[config.mk]
export PLATFORM = sky130hd
export DESIGN_NAME = i3c_target_frame_decoder
export DESIGN_NICKNAME = d
export VERILOG_FILES = /design/src/rtl/i3c_pkg.sv /design/src/rtl/i3c_bit_shifter.sv /design/src/rtl/i3c_target_frame_decoder.sv
export SDC_FILE = /design/constraint.sdc
export NUM_CORES = 1
export LEC_CHECK = 0
export ABC_AREA = 1
export ABC_CLOCK_PERIOD_IN_PS = 2400
export BUFFER_PORTS_ARGS = -buffer_cell sky130_fd_sc_hd__buf_4
export CELL_PAD_IN_SITES_DETAIL_PLACEMENT = 0
export CELL_PAD_IN_SITES_GLOBAL_PLACEMENT = 1
export CORE_ASPECT_RATIO = 1.75
export CORE_MARGIN = 3
export CORE_UTILIZATION = 39
export DETAILED_ROUTE_END_ITERATION = 12
export PLACE_DENSITY = 0.86
export SETUP_SLACK_MARGIN = 0.15
export SLEW_MARGIN = 20
export SYNTH_ARGS = -nofsm -noshare
export SYNTH_HDL_FRONTEND = slang
export SYNTH_SLANG_ARGS = --single-unit
export TNS_END_PERCENT = 5
[constraint.sdc]
create_clock -name clk_i -period 2.4 [get_ports clk_i]
set_clock_uncertainty 0.2 [all_clocks]
set_input_delay 0.72 -clock clk_i [delete_from_list [all_inputs] [get_ports clk_i]]
set_output_delay 0.72 -clock clk_i [all_outputs]
set_load 0.02 [all_outputs]
[src/rtl/i3c_pkg.sv]
// Shared I3C types: transfer classification, broadcast address and the
// target frame decoder state encoding.
package i3c_pkg;

  localparam logic [6:0] I3C_BCAST_ADDR = 7'h7E;

  typedef enum logic [1:0] {
    XFER_WRITE = 2'b00,
    XFER_READ  = 2'b01,
    XFER_CCC   = 2'b10
  } transfer_type_e;

  typedef enum logic [2:0] {
    ST_IDLE,
    ST_ADDR,
    ST_ADDR_ACK,
    ST_CCC_CODE,
    ST_DATA,
    ST_TBIT,
    ST_READ,
    ST_IGNORE
  } fd_state_e;

  typedef enum logic [1:0] {
    HDR_NONE,
    HDR_BCAST_W,
    HDR_OWN_W,
    HDR_OWN_R
  } hdr_kind_e;

endpackage

[src/rtl/i3c_bit_shifter.sv]
// MSB-first shifter for 9-bit SDR words; word_o/odd_o include the bit being
// presented this cycle so the caller can act on the last bit without delay.
module i3c_bit_shifter (
  input  logic       clk_i,
  input  logic       rst_ni,
  input  logic       clr_i,
  input  logic       bit_valid_i,
  input  logic       bit_i,
  output logic [3:0] cnt_o,
  output logic [8:0] word_o,
  output logic       odd_o
);

  logic [3:0] cnt_q, cnt_d;
  logic [7:0] sh_q, sh_d;

  assign word_o = {sh_q, bit_i};
  assign odd_o  = ^word_o;
  assign cnt_o  = cnt_q;

  always_comb begin
    cnt_d = cnt_q;
    sh_d  = sh_q;
    if (clr_i) begin
      cnt_d = 4'd0;
      sh_d  = 8'd0;
    end else if (bit_valid_i) begin
      sh_d  = word_o[7:0];
      cnt_d = (cnt_q == 4'd8) ? 4'd0 : cnt_q + 4'd1;
    end
  end

  always_ff @(posedge clk_i) begin
    if (!rst_ni) begin
      cnt_q <= 4'd0;
      sh_q  <= 8'd0;
    end else begin
      cnt_q <= cnt_d;
      sh_q  <= sh_d;
    end
  end

endmodule

[src/rtl/i3c_target_frame_decoder.sv]
// I3C SDR target frame decoder: header match, ACK request, T-bit check and a
// one-deep holding register feeding the standby flow block.
module i3c_target_frame_decoder
  import i3c_pkg::*;
#(
  parameter int                   AddrWidth     = 7,
  parameter logic [AddrWidth-1:0] BroadcastAddr = I3C_BCAST_ADDR
) (
  input  logic                 clk_i,
  input  logic                 rst_ni,
  input  logic                 enable_i,
  input  logic [AddrWidth-1:0] target_addr_i,
  input  logic                 target_addr_valid_i,
  input  logic                 bus_start_det_i,
  input  logic                 bus_stop_det_i,
  input  logic                 bit_valid_i,
  input  logic                 bit_i,
  output logic                 ack_o,
  output logic                 transfer_start_o,
  output logic                 transfer_stop_o,
  output logic [1:0]           transfer_type_o,
  output logic                 rx_byte_valid_o,
  output logic [7:0]           rx_byte_o,
  input  logic                 rx_byte_ready_i,
  output logic                 parity_err_o,
  output logic                 overflow_err_o
);

  fd_state_e      state_q, state_d;
  hdr_kind_e      kind_q, kind_d;
  transfer_type_e type_q, type_d;
  logic           active_q, active_d;
  logic           start_q, start_d, stop_q, stop_d;
  logic           perr_q, perr_d, ovf_q, ovf_d;
  logic           hold_vld_q, hold_vld_d;
  logic [7:0]     hold_q, hold_d;
  logic           load;
  logic           sh_clr, sh_odd;
  logic [3:0]     sh_cnt;
  logic [8:0]     sh_word;
  logic [AddrWidth:0] hdr;

  assign sh_clr = !enable_i || bus_stop_det_i || bus_start_det_i || (state_q == ST_IDLE);
  assign hdr    = sh_word[AddrWidth:0];

  i3c_bit_shifter u_shifter (
    .clk_i       (clk_i),
    .rst_ni      (rst_ni),
    .clr_i       (sh_clr),
    .bit_valid_i (bit_valid_i),
    .bit_i       (bit_i),
    .cnt_o       (sh_cnt),
    .word_o      (sh_word),
    .odd_o       (sh_odd)
  );

  always_comb begin
    state_d  = state_q;
    kind_d   = kind_q;
    type_d   = type_q;
    active_d = active_q;
    start_d  = 1'b0;
    stop_d   = 1'b0;
    perr_d   = 1'b0;
    load     = 1'b0;
    // STOP and disable share one exit; Sr restarts header decoding.
    if (!enable_i || bus_stop_det_i) begin
      state_d  = ST_IDLE;
      stop_d   = active_q;
      active_d = 1'b0;
    end else if (bus_start_det_i) begin
      state_d  = ST_ADDR;
      stop_d   = active_q;
      active_d = 1'b0;
    end else if (bit_valid_i) begin
      unique case (state_q)
        ST_ADDR: if (sh_cnt == 4'd7) begin
          if (hdr == {BroadcastAddr, 1'b0})
            kind_d = HDR_BCAST_W;
          else if (target_addr_valid_i && hdr[AddrWidth:1] == target_addr_i)
            kind_d = hdr[0] ? HDR_OWN_R : HDR_OWN_W;
          else
            kind_d = HDR_NONE;
          state_d = (kind_d == HDR_NONE) ? ST_IGNORE : ST_ADDR_ACK;
        end
        ST_ADDR_ACK: begin
          if (kind_q == HDR_BCAST_W) begin
            state_d = ST_CCC_CODE;
          end else begin
            state_d  = (kind_q == HDR_OWN_R) ? ST_READ : ST_DATA;
            type_d   = (kind_q == HDR_OWN_R) ? XFER_READ : XFER_WRITE;
            start_d  = 1'b1;
            active_d = 1'b1;
          end
        end
        ST_CCC_CODE: if (sh_cnt == 4'd8) begin
          if (sh_odd) begin
            state_d  = ST_DATA;
            type_d   = XFER_CCC;
            start_d  = 1'b1;
            active_d = 1'b1;
            load     = 1'b1;
          end else begin
            state_d = ST_IGNORE;
            perr_d  = 1'b1;
          end
        end
        ST_DATA: if (sh_cnt == 4'd7) state_d = ST_TBIT;
        ST_TBIT: begin
          state_d = sh_odd ? ST_DATA : ST_IGNORE;
          load    = sh_odd;
          perr_d  = !sh_odd;
        end
        default: ;
      endcase
    end
  end

  // A load beats a same-cycle handshake; a load into a still-full register drops.
  always_comb begin
    hold_vld_d = hold_vld_q;
    hold_d     = hold_q;
    ovf_d      = 1'b0;
    if (load) begin
      if (hold_vld_q && !rx_byte_ready_i) begin
        ovf_d = 1'b1;
      end else begin
        hold_vld_d = 1'b1;
        hold_d     = sh_word[8:1];
      end
    end else if (hold_vld_q && rx_byte_ready_i) begin
      hold_vld_d = 1'b0;
    end
  end

  always_ff @(posedge clk_i) begin
    if (!rst_ni) begin
      state_q    <= ST_IDLE;
      kind_q     <= HDR_NONE;
      type_q     <= XFER_WRITE;
      active_q   <= 1'b0;
      start_q    <= 1'b0;
      stop_q     <= 1'b0;
      perr_q     <= 1'b0;
      ovf_q      <= 1'b0;
      hold_vld_q <= 1'b0;
      hold_q     <= 8'd0;
    end else begin
      state_q    <= state_d;
      kind_q     <= kind_d;
      type_q     <= type_d;
      active_q   <= active_d;
      start_q    <= start_d;
      stop_q     <= stop_d;
      perr_q     <= perr_d;
      ovf_q      <= ovf_d;
      hold_vld_q <= hold_vld_d;
      hold_q     <= hold_d;
    end
  end

  assign ack_o            = (state_q == ST_ADDR_ACK);
  assign transfer_start_o = start_q;
  assign transfer_stop_o  = stop_q;
  assign transfer_type_o  = type_q;
  assign rx_byte_valid_o  = hold_vld_q;
  assign rx_byte_o        = hold_q;
  assign parity_err_o     = perr_q;
  assign overflow_err_o   = ovf_q;

endmodule

Word-level counts from Yosys, hierarchy flattened

Cells that the tools add are included.
Widths: inputs -> output; s select.

Register bits: 33
Input bits: 16
Output and inout bits: 16
Word-level logic and storage cells: 113

$add $sub $neg: 1
Eq/ne operators: 20
Multiplexer cells: 45
Bitwise logic cells: 5
Reductions and logical operators: 29

Operators with widths:

| cell                | count |
|---|---|
| $mux 2              | 12 |
| $mux 1              | 21 |
| $reduce_and 5->1    | 4 |
| $mux 3              | 5 |
| $pmux 3 s5          | 1 |
| $ne 2x2->1 const B  | 6 |
| $ne 3x3->1 const B  | 3 |
| $reduce_xor 9->1    | 1 |
| $eq 8x8->1 const B  | 1 |
| $pmux 1 s2          | 4 |
| $eq 7x7->1          | 1 |
| $reduce_and 7->1    | 1 |
| $eq 3x2->1 const B  | 2 |
| $eq 3x3->1 const B  | 2 |
| $reduce_and 2->1    | 3 |
| $reduce_bool 2->1   | 3 |
| $reduce_bool 6->1   | 1 |
| $not 1->1           | 5 |
| $reduce_bool 5->1   | 1 |
| $add 4x1->4 const B | 1 |
| $eq 4x3->1 const B  | 1 |
| $eq 4x4->1 const B  | 1 |
| $mux 4              | 1 |
| $pmux 2 s2          | 1 |
| other kinds (11)    | 18 |

Logic depth before layout (Yosys ltp)

Depth in word-level cells: 15
Gate-level depth with buffers: 14

Cells and area by module

A second synthesis with hierarchy kept.

Cells, all modules: 286
Area, all modules: 1853.0 µm²

By module, submodules not included:

| module                   | times used | cells each | area an instance (µm²) |
|---|---|---|---|
| i3c_target_frame_decoder | 1          | 195        | 1217.4 |
| i3c_bit_shifter          | 1          | 91         | 635.6 |

Worst setup path after synthesis

Ideal clock, no wire load.

Path type: in2reg
From: input bit_i
To: register hold_q[6] (netlist: rx_byte_o[6])
Library setup time: 0.114 ns
Data arrival time: 1.886 ns
Slack: 0.200 ns
Cell stages on the path: 11
Buffers on the path: 1
Path through: inv_1 > ha_1 > xnor2_1 > inv_1 > nand2_2 > nand2_4 > nor2_4 > nand2_4 > buf_6 > nor2_1 > nor2_2

Cells in the longest elaborated chain, start to end: 8

RTL lines:

| item                           | line                            | text |
|---|---|---|
| start, declared                | i3c_target_frame_decoder.sv:17  | `input logic bit_i,` |
| $reduce_xor 9->1 (*)           | i3c_bit_shifter.sv:18           | `assign odd_o = ^word_o;` |
| $mux 1                         | i3c_target_frame_decoder.sv:97  | `if (sh_odd) begin` |
| $mux 1                         | i3c_target_frame_decoder.sv:96  | `ST_CCC_CODE: if (sh_cnt == 4'd8) begin` |
| $pmux 1 s2 (*)                 | i3c_target_frame_decoder.sv:76  | `unique case (state_q)` |
| $mux 1 (*)                     | i3c_target_frame_decoder.sv:75  | `end else if (bit_valid_i) begin` |
| $mux 1 (*)                     | i3c_target_frame_decoder.sv:71  | `end else if (bus_start_det_i) begin` |
| $mux 1 (*)                     | i3c_target_frame_decoder.sv:67  | `if (!enable_i \|\| bus_stop_det_i) begin` |
| $reduce_and 2->1 (no line) (*) | -                               |  |
| end signal, assigned           | i3c_target_frame_decoder.sv:158 | `hold_q <= hold_d;` |
| end, declared                  | i3c_target_frame_decoder.sv:36  | `logic [7:0] hold_q, hold_d;` |

Every way passes the cells marked *; elsewhere a longest branch is shown, timed or not.
A chain may end at the register's enable or synchronous reset.

Final worst setup path

From: register state_q[1]
To: output ack_o

Cells in the longest elaborated chain, start to end: 1

RTL lines:

| item                   | line                            | text |
|---|---|---|
| start, declared        | i3c_target_frame_decoder.sv:29  | `fd_state_e state_q, state_d;` |
| start signal, assigned | i3c_target_frame_decoder.sv:149 | `state_q <= state_d;` |
| $eq 3x2->1             | i3c_target_frame_decoder.sv:162 | `assign ack_o = (state_q == ST_ADDR_ACK);` |
| end, declared          | i3c_target_frame_decoder.sv:18  | `output logic ack_o,` |

No other way between the ends.

==> impl_results.md <==
- Worst Hold Launch: active_q
- Die area: ~5600 µm²
- # DRC: 0
- Final slew viol count: 0
- Top FF cell, synth: dfxtp_1
- Placed inst area: 2130 µm²
- Htree depth: 2
- Routed len/inst: between 10 and 15 µm
- Hold Buf Count CTS: 0
- All-layer global routing usage: 17.1%
- Pwr dens: 464 nW/µm²
- Final setup fails: 0
- Mapped Avg Cell Area: 6.81 µm²
- Seq pwr share: 53.4%
- Die Span Y: 96.4 µm
- Final TNS setup: 0 ns
- Crit path max-delay family: flip-flops
- Antenna Nets Post-Route: 0
- Netlist Area Pre-Place: 1820 µm²
- Pre-antenna DRT Iters: 4
- Postcts setup bufs: 0
- RSZ-0062 raised after global routing: no
- Vias in the first global route: 1678
- Share of cells above drive strength 1: ~22%
- Worst R2R Setup Slack: between 0.4 and 0.5 ns
- Ys Warns: 0
- DR iter-0 viols: 30
- Worst r2r dst: rx_byte_o[6]
- Crit-path slowest cell: dfxtp_1
- Post-synth top area share: ~36%
- Core area: 4440 µm²
- Synth top area cells: dfxtp_1, nand2_1, nor2_1, inv_1, a21oi_1
- EDFF count, synth: 0
- Max-Cap Viols: 0
- Placed wire-length estimate: 3.36 mm
- Tcrit/Tclk final: slightly below 90%
- I/O Buffers: 31
- Final Cell Area: roughly 2200 µm²
- Hold path cells: 2
- Initial antenna violation count: 0
- Sw frac: 24.4%
- # IOs: 32
- Avg Vias per Cell: approximately 4.8
- Worst Path Max Fanout: 5
- Root buffer cell: clkbuf_8
- Total power: between 1 and 1.5 mW
- Startpoint types: register
- Synth top cells by count: nand2_1, nor2_1, inv_1
- Drt total wl: roughly 4.2 mm
- Crit path from: state_q[1]
- Register area share after synthesis: approximately 36%
- Via Count: 1706
- Crit-path max cell delay: 0.48 ns
- Worst endpoint data arrival time: around 1.2 ns
- Clock share of power: 40.5%
- Critical Path, Cell by Cell: nand3_1 -> inv_1 -> buf_4
- Grt ovf: 0
- Asr flop ratio synth: 0%
- CTS buffer count: 5
- Static leakage: roughly 1.1 nW
- Starting Density: 40.9%
- Gpl congestion: 0.855
- Final nets: about 330
- Syn_nets: 291
- Max VDD drop: 0.367 mV
- Int Power: 778 µW
- Worst path required time: 1.48 ns
- First-pass GRT wire length: roughly 7.2 mm
- Inserted Diodes: 0
- Die Span X: 57.6 µm
- Comb pwr share: 6.1%
- Crit path kind: reg2out
- Worst hold path class: reg2reg
- Worst slew margin: 78.9%
- Reg2Reg Depth: 10
- Unique masters post-synth: 30
- Largest area contributor in the netlist: dfxtp_1
- Bufs and invs on worst path: 2
- WHS Endpoint: transfer_stop_o
- Sw power: 251 µW
- CTS clk-pin slew, worst paths: 0.07 ns
- CTS tree: built
- PostCTS Resize Cnt: 0
- Synth Instances: 267
- F_max: 477 MHz
- Reg2Reg Launch Point: u_shifter.sh_q[0]
- Final Hold Vio Count: 0
- Synth Register Bits: 33
- Min cycle time layout: 2.10 ns
- Layout area overhead: 21.9%
- Worst-skew pair later-pin latency: 0.29 ns
- Clk sinks: 33
- Status: complete, no violations
- Max clock buf depth: 2
- Most frequent cell after synthesis: nand2_1
- Crit. End Element: output pin
- Least-Margin Pin Slew: 0.314 ns
- Row cnt: 32
- Pin count of the biggest net entering global routing: 18
## state kept, by name, summed over array words and instances, names as in the netlist
| signal | flops |
|---|---|
| transfer_type_o | 2 |
| state_q | 3 |
| rx_byte_valid_o | 1 |
| u_shifter.cnt_o | 4 |
| u_shifter.sh_q | 8 |
| rx_byte_o | 8 |
| overflow_err_o | 1 |
| kind_q | 2 |
| active_q | 1 |
| transfer_start_o | 1 |
| parity_err_o | 1 |
| transfer_stop_o | 1 |
## stage by stage
stage          util (%)  worst slack, ns  hold slack [ns]  std cells
6_report           49.9            0.303            0.267        359
3_5_place_dp       47.9           0.0602            0.266        351
4_1_cts            49.9            0.222            0.277        359
5_1_grt            49.9            0.221            0.290        359
2_1_floorplan         -            0.200            0.232        267
3_3_place_gp       47.9           0.0875            0.255        351
## worst max-delay path by stage
| stage | endpoint | cells past startpoint | slack (ns) |
|---|---|---|---|
| after floorplan | rx_byte_o[6] | 11 | 0.20 |
| after global placement | rx_byte_o[5] | 11 | 0.09 |
| after detailed placement | rx_byte_o[6] | 11 | 0.06 |
| after CTS | ack_o | 4 | 0.22 |
| after global routing | rx_byte_o[0] | 12 | 0.22 |
| final | ack_o | 3 | 0.30 |
## area by class of cell
class	instances	area (µm²)
Fill cell	479	2230
Clock buffer	5	68.8
Multi-Input combinational cell	186	963
Tap cell	51	63.8
Inverter	44	165
Clock inverter	3	17.5
Sequential cell	33	662
Timing Repair Buffer	37	278
## per-layer routing
layer  GRT usage [%]  routed length [µm]  vias up
li1                -                   -      912
met3            3.22                 155       13
met5               0                   0        -
met1            16.2                1550      752
met2            33.0                2380       29
met4            9.86                 149        0
## cells in the final DEF, fill, tap and decap left out, drive strengths merged
master / synthesis / final
clkinvlp: 0 / 1
nor2: 49 / 49
clkbuf: 1 / 5
dfxtp: 33 / 33
o21a: 2 / 2
nor3: 5 / 5
ha: 8 / 8
buf: 3 / 37
nand3: 17 / 17
or2: 4 / 4
xor2: 1 / 1
a21oi: 22 / 22
nand4: 3 / 3
and2: 1 / 1
o21bai: 3 / 3
xnor2: 4 / 4
nand3b: 1 / 1
clkinv: 1 / 3
nand2: 60 / 60
o21ai: 5 / 5
nor4: 1 / 1
inv: 43 / 43
## kinds of logic (layout without fill, tap and decap cells)
| group | count (synthesis) | count (layout) | share of synthesized area (%) |
|---|---|---|---|
| buffers and inverters | 48 | 89 | 10.7 |
| adder cells (fa/ha/maj) | 8 | 8 | 5.50 |
| XOR/XNOR | 5 | 5 | 2.41 |
| AO/OA/AOI/OAI | 32 | 32 | 9.90 |
| flip-flops | 33 | 33 | 36.3 |
| AND/OR/NAND/NOR | 141 | 141 | 35.1 |
## worst register-to-register path, delay by kind of cell, from the launching register on
kind / cells / cell delay (ns)
buf+inv: 2 / 0.18
flops: 1 / 0.39
simple gates: 6 / 0.62
fa+ha+maj: 1 / 0.30
xor+xnor: 1 / 0.18
## power groups by stage
| stage | Clock, mW | Combinational (mW) | Sequential, mW |
|---|---|---|---|
| finish | 0.417 | 0.0629 | 0.549 |
| global placement | 0 | 0.0631 | 0.562 |
| floorplan | 0 | 0.0341 | 0.561 |
| global route | 0.456 | 0.0708 | 0.549 |
| CTS | 0.430 | 0.0635 | 0.549 |
| detailed placement | 0 | 0.0633 | 0.562 |
Power figures use the tool's default switching activity.
